===== config.mk =====
export PLATFORM = sky130hd
export DESIGN_NAME = dp_ram_bridge
export DESIGN_NICKNAME = d
export VERILOG_FILES = /design/src/rtl/dp_ram_pkg.sv /design/src/rtl/dp_lane_mux.sv /design/src/rtl/dp_ram_bridge.sv
export SDC_FILE = /design/constraint.sdc
export NUM_CORES = 1
export LEC_CHECK = 0
export ABC_AREA = 0
export CORE_MARGIN = 8
export CORE_UTILIZATION = 44
export CTS_BUF_LIST = sky130_fd_sc_hd__clkbuf_8
export DETAILED_ROUTE_END_ITERATION = 10
export PLACE_DENSITY = 0.83
export SLEW_MARGIN = 30
export SYNTH_ARGS = -nofsm -noshare
export SYNTH_HDL_FRONTEND = slang
export SYNTH_SLANG_ARGS = --single-unit

===== constraint.sdc =====
create_clock -name clk_i -period 1.8 [get_ports clk_i]
set_input_delay 0.18 -clock clk_i [delete_from_list [all_inputs] [get_ports clk_i]]
set_output_delay 0.18 -clock clk_i [all_outputs]
set_load 0.005 [all_outputs]

===== src/rtl/dp_ram_pkg.sv =====
// Shared definitions for the LPC/MCU buffer-RAM bridge: FSM encoding and
// byte-lane helpers used by the lane mux.
package dp_ram_pkg;

    typedef enum logic [1:0] {
        ST_IDLE   = 2'd0,
        ST_ACCESS = 2'd1,
        ST_WAIT   = 2'd2,
        ST_ACK    = 2'd3
    } state_t;

    // Logical byte lane (from the byte address) to physical lane in the RAM word.
    function automatic int unsigned phys_lane(input int unsigned lane,
                                              input int unsigned lanes,
                                              input logic        big_endian);
        return big_endian ? (lanes - 1 - lane) : lane;
    endfunction

    // One bit of a one-hot byte-enable vector: set only on the addressed lane.
    function automatic logic be_hit(input int unsigned phys,
                                    input int unsigned lane);
        return phys == lane;
    endfunction

endpackage


===== src/rtl/dp_lane_mux.sv =====
// Byte-port lane steering: one-hot write enable, byte replication for writes
// and byte extraction for reads, all in the configured endianness.
module dp_lane_mux
    import dp_ram_pkg::*;
#(
    parameter  int DATA_W     = 32,
    parameter  int BIG_ENDIAN = 0,
    localparam int LANES      = DATA_W / 8,
    localparam int LB         = $clog2(LANES)
) (
    input  logic [LB-1:0]     i_lane,
    input  logic [7:0]        i_wbyte,
    input  logic [DATA_W-1:0] i_word,
    output logic [LANES-1:0]  o_be,
    output logic [DATA_W-1:0] o_wdata,
    output logic [7:0]        o_rbyte
);

    logic [LB-1:0] w_phys;

    assign w_phys  = LB'(phys_lane(32'(i_lane), LANES, BIG_ENDIAN != 0));
    // The byte lands on every lane; only the enabled lane is actually written.
    assign o_wdata = {LANES{i_wbyte}};

    // Decode the physical lane into byte enables and pick the read byte.
    always_comb begin
        o_be    = '0;
        o_rbyte = '0;
        for (int p = 0; p < LANES; p++) begin
            o_be[p] = be_hit(32'(w_phys), p);
            if (be_hit(32'(w_phys), p)) begin
                o_rbyte = i_word[8*p +: 8];
            end
        end
    end

endmodule


===== src/rtl/dp_ram_bridge.sv =====
// Arbitrated bridge between the byte-wide LPC port (A) and the word-wide MCU
// port (B) onto a single synchronous buffer RAM.
//
//  state     | meaning
//  ----------+-------------------------------------------------------------
//  ST_IDLE   | sample requests, arbitrate, latch the winning access
//  ST_ACCESS | one-cycle RAM strobe (suppressed for out-of-range / empty BE)
//  ST_WAIT   | read only: count down RD_LAT cycles, capture data on the last
//  ST_ACK    | one-cycle ack to the granted port; requests ignored
module dp_ram_bridge
    import dp_ram_pkg::*;
#(
    parameter  int DATA_W     = 32,
    parameter  int DEPTH      = 512,
    parameter  int RD_LAT     = 1,
    parameter  int BIG_ENDIAN = 0,
    parameter  int ARB_RR     = 0,
    localparam int LANES      = DATA_W / 8,
    localparam int LB         = $clog2(LANES),
    localparam int WA_W       = $clog2(DEPTH),
    localparam int ADDR_W     = WA_W + LB
) (
    input  logic              clk_i,
    input  logic              rst_i,
    input  logic              a_req_i,
    input  logic              a_we_i,
    input  logic [15:0]       a_addr_i,
    input  logic [7:0]        a_wdata_i,
    output logic [7:0]        a_rdata_o,
    output logic              a_ack_o,
    output logic              a_err_o,
    input  logic              b_req_i,
    input  logic              b_we_i,
    input  logic [WA_W-1:0]   b_addr_i,
    input  logic [LANES-1:0]  b_be_i,
    input  logic [DATA_W-1:0] b_wdata_i,
    output logic [DATA_W-1:0] b_rdata_o,
    output logic              b_ack_o,
    output logic [WA_W-1:0]   ram_addr_o,
    output logic [DATA_W-1:0] ram_wdata_o,
    output logic [LANES-1:0]  ram_be_o,
    output logic              ram_we_o,
    output logic              ram_re_o,
    input  logic [DATA_W-1:0] ram_rdata_i
);

    state_t            r_state;
    state_t            w_state_nxt;
    logic              r_sel_b;
    logic              r_we;
    logic              r_oor;
    logic              r_rr_ptr;      // 1: B wins the next tie
    logic [WA_W-1:0]   r_addr;
    logic [LB-1:0]     r_lane;
    logic [7:0]        r_a_byte;
    logic [DATA_W-1:0] r_b_wdata;
    logic [LANES-1:0]  r_b_be;
    logic [1:0]        r_lat_cnt;
    logic [7:0]        r_a_rdata;
    logic [DATA_W-1:0] r_b_rdata;

    logic              w_grant_b;
    logic              w_a_oor;
    logic              w_start;
    logic              w_rd_done;
    logic [LANES-1:0]  w_a_be;
    logic [DATA_W-1:0] w_a_wdata;
    logic [7:0]        w_a_rbyte;

    assign w_a_oor   = a_addr_i[15:ADDR_W] != '0;
    assign w_grant_b = b_req_i && (!a_req_i || ((ARB_RR != 0) && r_rr_ptr));
    assign w_start   = (r_state == ST_IDLE) && (a_req_i || b_req_i);
    assign w_rd_done = (r_state == ST_WAIT) && (r_lat_cnt == '0);

    assign a_rdata_o = r_a_rdata;
    assign b_rdata_o = r_b_rdata;

    dp_lane_mux #(
        .DATA_W     (DATA_W),
        .BIG_ENDIAN (BIG_ENDIAN)
    ) u_lane_mux (
        .i_lane  (r_lane),
        .i_wbyte (r_a_byte),
        .i_word  (ram_rdata_i),
        .o_be    (w_a_be),
        .o_wdata (w_a_wdata),
        .o_rbyte (w_a_rbyte)
    );

    // State register.
    always_ff @(posedge clk_i) begin
        if (rst_i) r_state <= ST_IDLE;
        else       r_state <= w_state_nxt;
    end

    // Latch the granted access in IDLE; the RR pointer moves only on a grant.
    always_ff @(posedge clk_i) begin
        if (rst_i) begin
            r_sel_b   <= 1'b0;
            r_we      <= 1'b0;
            r_oor     <= 1'b0;
            r_rr_ptr  <= 1'b0;
            r_addr    <= '0;
            r_lane    <= '0;
            r_a_byte  <= '0;
            r_b_wdata <= '0;
            r_b_be    <= '0;
        end else if (w_start) begin
            r_sel_b  <= w_grant_b;
            r_rr_ptr <= !w_grant_b;
            if (w_grant_b) begin
                r_we      <= b_we_i;
                r_addr    <= b_addr_i;
                r_b_wdata <= b_wdata_i;
                r_b_be    <= b_be_i;
                r_oor     <= 1'b0;
            end else begin
                r_we     <= a_we_i;
                r_addr   <= a_addr_i[ADDR_W-1:LB];
                r_lane   <= a_addr_i[LB-1:0];
                r_a_byte <= a_wdata_i;
                r_oor    <= w_a_oor;
            end
        end
    end

    // Read-latency down-counter; WAIT ends on terminal count zero.
    always_ff @(posedge clk_i) begin
        if (rst_i) begin
            r_lat_cnt <= '0;
        end else if (r_state == ST_ACCESS) begin
            r_lat_cnt <= 2'(RD_LAT - 1);
        end else if ((r_state == ST_WAIT) && (r_lat_cnt != '0)) begin
            r_lat_cnt <= r_lat_cnt - 2'd1;
        end
    end

    // Capture read data for the granted port; out-of-range byte reads give 0xFF.
    always_ff @(posedge clk_i) begin
        if (rst_i) begin
            r_a_rdata <= '0;
            r_b_rdata <= '0;
        end else if (w_rd_done) begin
            if (r_sel_b) r_b_rdata <= ram_rdata_i;
            else         r_a_rdata <= r_oor ? 8'hFF : w_a_rbyte;
        end
    end

    // Next state and the RAM / ack outputs decoded from the current state.
    always_comb begin
        w_state_nxt = r_state;
        ram_addr_o  = '0;
        ram_wdata_o = '0;
        ram_be_o    = '0;
        ram_we_o    = 1'b0;
        ram_re_o    = 1'b0;
        a_ack_o     = 1'b0;
        a_err_o     = 1'b0;
        b_ack_o     = 1'b0;
        unique case (r_state)
            ST_IDLE: begin
                if (a_req_i || b_req_i) w_state_nxt = ST_ACCESS;
            end
            ST_ACCESS: begin
                ram_addr_o  = r_addr;
                ram_wdata_o = r_sel_b ? r_b_wdata : w_a_wdata;
                if (r_we && !r_oor) ram_be_o = r_sel_b ? r_b_be : w_a_be;
                ram_we_o    = r_we && !r_oor && (!r_sel_b || (r_b_be != '0));
                ram_re_o    = !r_we && !r_oor;
                w_state_nxt = r_we ? ST_ACK : ST_WAIT;
            end
            ST_WAIT: begin
                if (r_lat_cnt == '0) w_state_nxt = ST_ACK;
            end
            ST_ACK: begin
                a_ack_o     = !r_sel_b;
                a_err_o     = !r_sel_b && r_oor;
                b_ack_o     = r_sel_b;
                w_state_nxt = ST_IDLE;
            end
            default: w_state_nxt = ST_IDLE;
        endcase
    end

endmodule


# [Word-level counts from Yosys, hierarchy flattened]
# Index checks and enable logic that the tools add are counted.
[op_classes] n_addsub=1 mux=23 reduce_logical=26 n_eq_ne=8 bitwise_logic=2
[ops] cell="$mux 32" count=2
[ops] cell="$mux 8" count=5
[ops] cell="$mux 9" count=2
[ops] cell="$mux 4" count=3
[ops] cell="$reduce_and 2->1" count=5
[ops] cell="$eq 2x2->1 const B" count=4
[ops] cell="$logic_and 1x1->1" count=8
[ops] cell="$mux 1" count=8
[ops] cell="$pmux 2 s4" count=1
[ops] cell="$logic_not 2->1" count=3
[ops] cell="$reduce_bool 5->1" count=1
[ops] cell="$eq 2x1->1 const B" count=2
[ops] cell="$logic_not 1->1" count=4
[ops] cell="$mux 2" count=2
[ops] cell="$ne 2x1->1 const B" count=2
[ops] cell="$reduce_bool 4->1" count=1
[ops] cell="$logic_or 1x1->1" count=2
[ops] cell="$not 1->1" count=2
[ops] cell="$reduce_bool 2->1" count=1
[ops] cell="$reduce_or 2->1" count=1
[ops] cell="$sub 2x1->2 const B" count=1
[word_totals] ff_bits=102 wordCells=72 inputBits=107

# [Longest topological paths before layout]
[depth] ltp_word=6 depth_mapped=8

# [Cells and area by module]
# A second synthesis with hierarchy kept.
[hier_totals] hier_cells=607 hier_area_um2=4946.0
[modules_own_cells] module="dp_ram_bridge" cells_each=561 seq_area_each_um2=2042.0 area_each_um2=4478.0 n_inst=1
[modules_own_cells] module="dp_lane_mux" cells_each=46 seq_area_each_um2=0.0 area_each_um2=467.9 n_inst=1

# [Least setup slack after synthesis]
# OpenSTA, ideal clock, no wires.
[synth_path] path_type="register to register" start="reg r_state[0]" end="reg r_state[0]" path_slack_ns=0.309 t_arrival_ns=1.406 path_stages_with_launch=7 path_cell_list="dfxtp_1 -> inv_1 -> ha_1 -> buf_6 -> nor3b_1 -> or3_1 -> a211oi_1"
[synth_between] elab_chain_cells=3 elab_cells_between_ends=8
[synth_rtl] item="from (decl)" line="dp_ram_bridge.sv:47" rtl="state_t r_state;"
[synth_rtl] item="from (signal assigned)" line="dp_ram_bridge.sv:93" rtl="else r_state <= w_state_nxt;"
[synth_rtl] item="$eq 2x2->1 / $logic_not 2->1 (equally long branches)" line="dp_ram_bridge.sv:160" rtl="unique case (r_state)"
[synth_rtl] item="$ne 2x1->1 (no line)"
[synth_rtl] item="$reduce_and 2->1 (no line)"
# Parallel ways exist; a longest one is shown, timed or not.
# A chain may end at the register's enable or synchronous reset.

# [Final worst setup path]
[layout_path] start="reg r_state[1]" end="out ram_be_o[3]"
[layout_between] elab_chain_cells=2
[layout_rtl] item="$eq 2x1->1" line="dp_ram_bridge.sv:160"
[layout_rtl] item="$mux 4" line="dp_ram_bridge.sv:160"
[layout_rtl] item="to (decl)" line="dp_ram_bridge.sv:41" rtl="output logic [LANES-1:0] ram_be_o,"
# Every way passes these cells.

==> impl_metrics.csv <==
group,metric,value,unit
grt,track_usage,0.226,
min_path,hp-class,"input pin to flop",
yosys,yosys_warnings,0,
timing,finalMaxSlewViolations,0,
final_layout,drive_gt1_frac,0.113,
critical_path,startpoint_type,"flop",
final_layout,diodes,0,
critical_path,crit_type,"flop to primary output",
timing,max_slew_margin,0.682,
timing,rsz0062_at_grt,"yes",
die,rows,37,
yosys,syn_area,0.00458,sq mm
timing,tightest_slew,0.477,ns
detailed_routing,drt_first_pass_iters,5,
critical_path,cp-end-kind,"primary output",
yosys,syn-num-nets,694,
place,gp_congestion,0.863,
critical_path,crit_required,1.62,ns
timing,min_period_over_period,0.985,
detailed_routing,route.detailed.drc,0,
critical_path,worstPathMaxFanout,4,
timing,finalSetupViolCount,0,
flow_run,cap_violations,0,
power,peakVddDrop,0.590,mV
grt,grt_pass1_vias,4962,
timing,fin_ws,0.0278,ns
grt,grt_max_degree,60,
yosys,synthCells,582,
final_layout,area_delta_synth_final,54.1,%
place,place_area,0.00670,sq mm
final_layout,nets,879,
timing,fmaxAchievable,0.564,GHz
yosys,synthArstFlopShare,0,
detailed_routing,via_per_inst,5.44,
clocking,clk_latency,0.37,ns
power,p_leak,2.59,nW
detailed_routing,drtIter0Drc,507,
detailed_routing,ant_nets,0,
power,powerDensity,1050,mW/mm^2
final_layout,final_cell_area,0.00706,sq mm
die,start_util,0.448,
clocking,cts_num_sinks,102,
yosys,ys.flop_type,"dfxtp_1",
clocking,clk_pin_slew_worst_paths,0.09,ns
clocking,cts_root_buf,"clkbuf_8",
run_status,outcome,"complete, no violations",
yosys,synth-edff-count,0,
critical_path,cp.arrival,1.59,ns
detailed_routing,wl,16500,um
clocking,cts_tree,"done",
die,core,0.0102,sq mm
yosys,synth.distinct_cells,38,
final_layout,stdcell_count,906,
yosys,ys_seq_area_frac,0.446,
final_layout,nFillCells,832,
grt,grt_pass1_wl,25500,um
die,die_h,118,um
grt,antenna_found_initial,0,
timing,hold_violations,0,
clocking,numCtsBuffers,9,
clocking,h-tree-depth,3,
detailed_routing,vias,4929,
timing,finClkSkew,0.00904,ns
yosys,ys_seq_elements,102,
timing,period_minus_slack,1.77,ns
grt,grt_overflow,0,
place,dp_slack,-0.0322,ns
place,io_buffers,196,
yosys,syn_area_per_cell,7.87,sq um
die,num_io_pins,197,
place,place_hpwl,11900,um
detailed_routing,wire_per_inst,18.2,um
die,die_area,0.0139,sq mm
die,die_w,118,um
place,dp.cells,886,
clocking,cts.path.max_buffers,2,
==> metrics by stage <==
step	hold WS (ns)	setup TNS (ns)	power, mW	util
after floorplan	0.316	0	4.30	-
after global placement	0.442	-0.000365	5.49	0.655
after detailed placement	0.447	-0.0793	5.58	0.655
after CTS	0.233	-0.0209	7.15	0.680
after global routing	0.269	-0.352	7.75	0.690
final	0.257	0	7.38	0.690
==> final cells by class <==
type / count / area [sq um] / area share
sequential: 102 / 2050 / 0.290
clock buffer: 9 / 124 / 0.0175
multi-input combinational: 429 / 2440 / 0.345
tap: 136 / 170 / 0.0241
timing repair buffer: 220 / 2180 / 0.309
inverter: 5 / 18.8 / 0.00266
clock inverter: 5 / 77.6 / 0.0110
==> report_power, final <==
group / internal (mW) / switching [mW] / leakage (nW)
registers: 2.61 / 0.232 / 0.832
logic: 1.55 / 1.45 / 1.66
clock network: 0.764 / 0.775 / 0.106
total: 4.93 / 2.45 / 2.59
==> cell families (layout without fill, tap and decap cells) <==
group,Yosys count,in the layout,synth area share
AND/OR/NAND/NOR,262,262,0.248
AO/OA/AOI/OAI,153,153,0.197
flip-flops,102,102,0.446
buffers and inverters,51,239,0.0530
multiplexers,8,8,0.0410
adder cells (fa/ha/maj),5,5,0.0137
XOR/XNOR,1,1,0.00191
==> placed cells by master (no fill, tap or decap), types with 2 or more instances in the layout <==
cell type | synthesis | final
buf_12 | 0 | 6
mux4_1 | 2 | 2
a21oi_1 | 85 | 84
a21boi_1 | 0 | 16
and3b_1 | 2 | 2
nand2_1 | 191 | 191
nor3b_1 | 3 | 2
dlygate4sd2_1 | 0 | 36
a211oi_1 | 11 | 10
nor3_1 | 2 | 2
nand2b_4 | 0 | 6
clkbuf_2 | 1 | 3
buf_4 | 3 | 15
ha_4 | 0 | 2
clkdlybuf4s50_1 | 0 | 145
clkdlybuf4s15_1 | 0 | 8
nand3b_1 | 2 | 2
inv_1 | 4 | 4
ha_1 | 5 | 2
nand2b_1 | 9 | 3
clkbuf_8 | 0 | 9
a21boi_0 | 32 | 7
dfxtp_1 | 102 | 99
and2_1 | 12 | 12
o22ai_1 | 12 | 12
mux4_2 | 6 | 6
dfxtp_2 | 0 | 2
a21boi_2 | 0 | 9
o21ai_0 | 9 | 9
buf_2 | 19 | 4
or3b_2 | 7 | 7
nor2_1 | 25 | 24
bufinv_16 | 0 | 2
==> critical path, stage by stage, from the launching register on <==
cell and delay [ns]:
dfxtp_2 0.33, inv_2 0.08, ha_4 0.20, nand3b_1 0.19
buf_4 0.21, a21oi_1 0.10, buf_2 0.13
==> per-layer routing <==
metal,vias up,part of all wire,GRT usage
li1,2319,-,-
met1,2322,0.39,0.251
met2,242,0.50,0.397
met3,46,0.077,0.0571
met4,0,0.032,0.103
met5,-,0,0
==> state kept, by name, summed over array words and instances (netlist names) <==
name / flops
r_lat_cnt: 2
r_lane: 2
r_addr: 9
r_b_be: 4
a_rdata_o: 8
b_rdata_o: 32
r_sel_b: 1
r_a_byte: 8
r_b_wdata: 32
r_we: 1
r_state: 2
r_oor: 1
==> path summary, 6_finish.rpt <==
check / start / slack [ns] / cells after the start / to
max: r_state[1]$_SDFFE_PP0P_ / 0.03 / 6 / ram_be_o[3]
min: rst_i / 0.26 / 2 / b_rdata_o[20]$_SDFFE_PP0P_
max reg2reg: r_state[0]$_SDFFE_PP0P_ / 0.08 / 7 / r_state[0]$_SDFFE_PP0P_
min reg2reg: b_rdata_o[25]$_SDFFE_PP0P_ / 0.46 / 2 / b_rdata_o[25]$_SDFFE_PP0P_
==> synth_stat cells (2+ instances only) <==
master     number  area share
a2111oi_0       2      0.0038
a211oi_1       11       0.018
a21boi_0       32       0.052
a21oi_1        85       0.093
and2_1         12       0.016
and3b_1         2      0.0038
buf_2          19       0.021
buf_4           3      0.0049
buf_6           2      0.0049
clkbuf_1       21       0.017
dfxtp_1       102        0.45
ha_1            5       0.014
inv_1           4      0.0033
mux4_1          2       0.011
mux4_2          6       0.029
nand2_1       191        0.16
nand2b_1        9       0.012
nand3b_1        2      0.0033
nor2_1         25       0.020
nor3_1          2      0.0022
nor3b_1         3      0.0049
o21ai_0         9      0.0098
o22ai_1        12       0.016
or3b_2          7       0.013
==> timing repair <==
action	in CTS	in global routing
hold buffers	0	0
pin swaps	1	1
gates cloned	1	1
endpoints found under the setup margin	51	27
setup buffers	2	2
resized for setup	101	39
No activity file was read; power rests on OpenSTA's default activity.
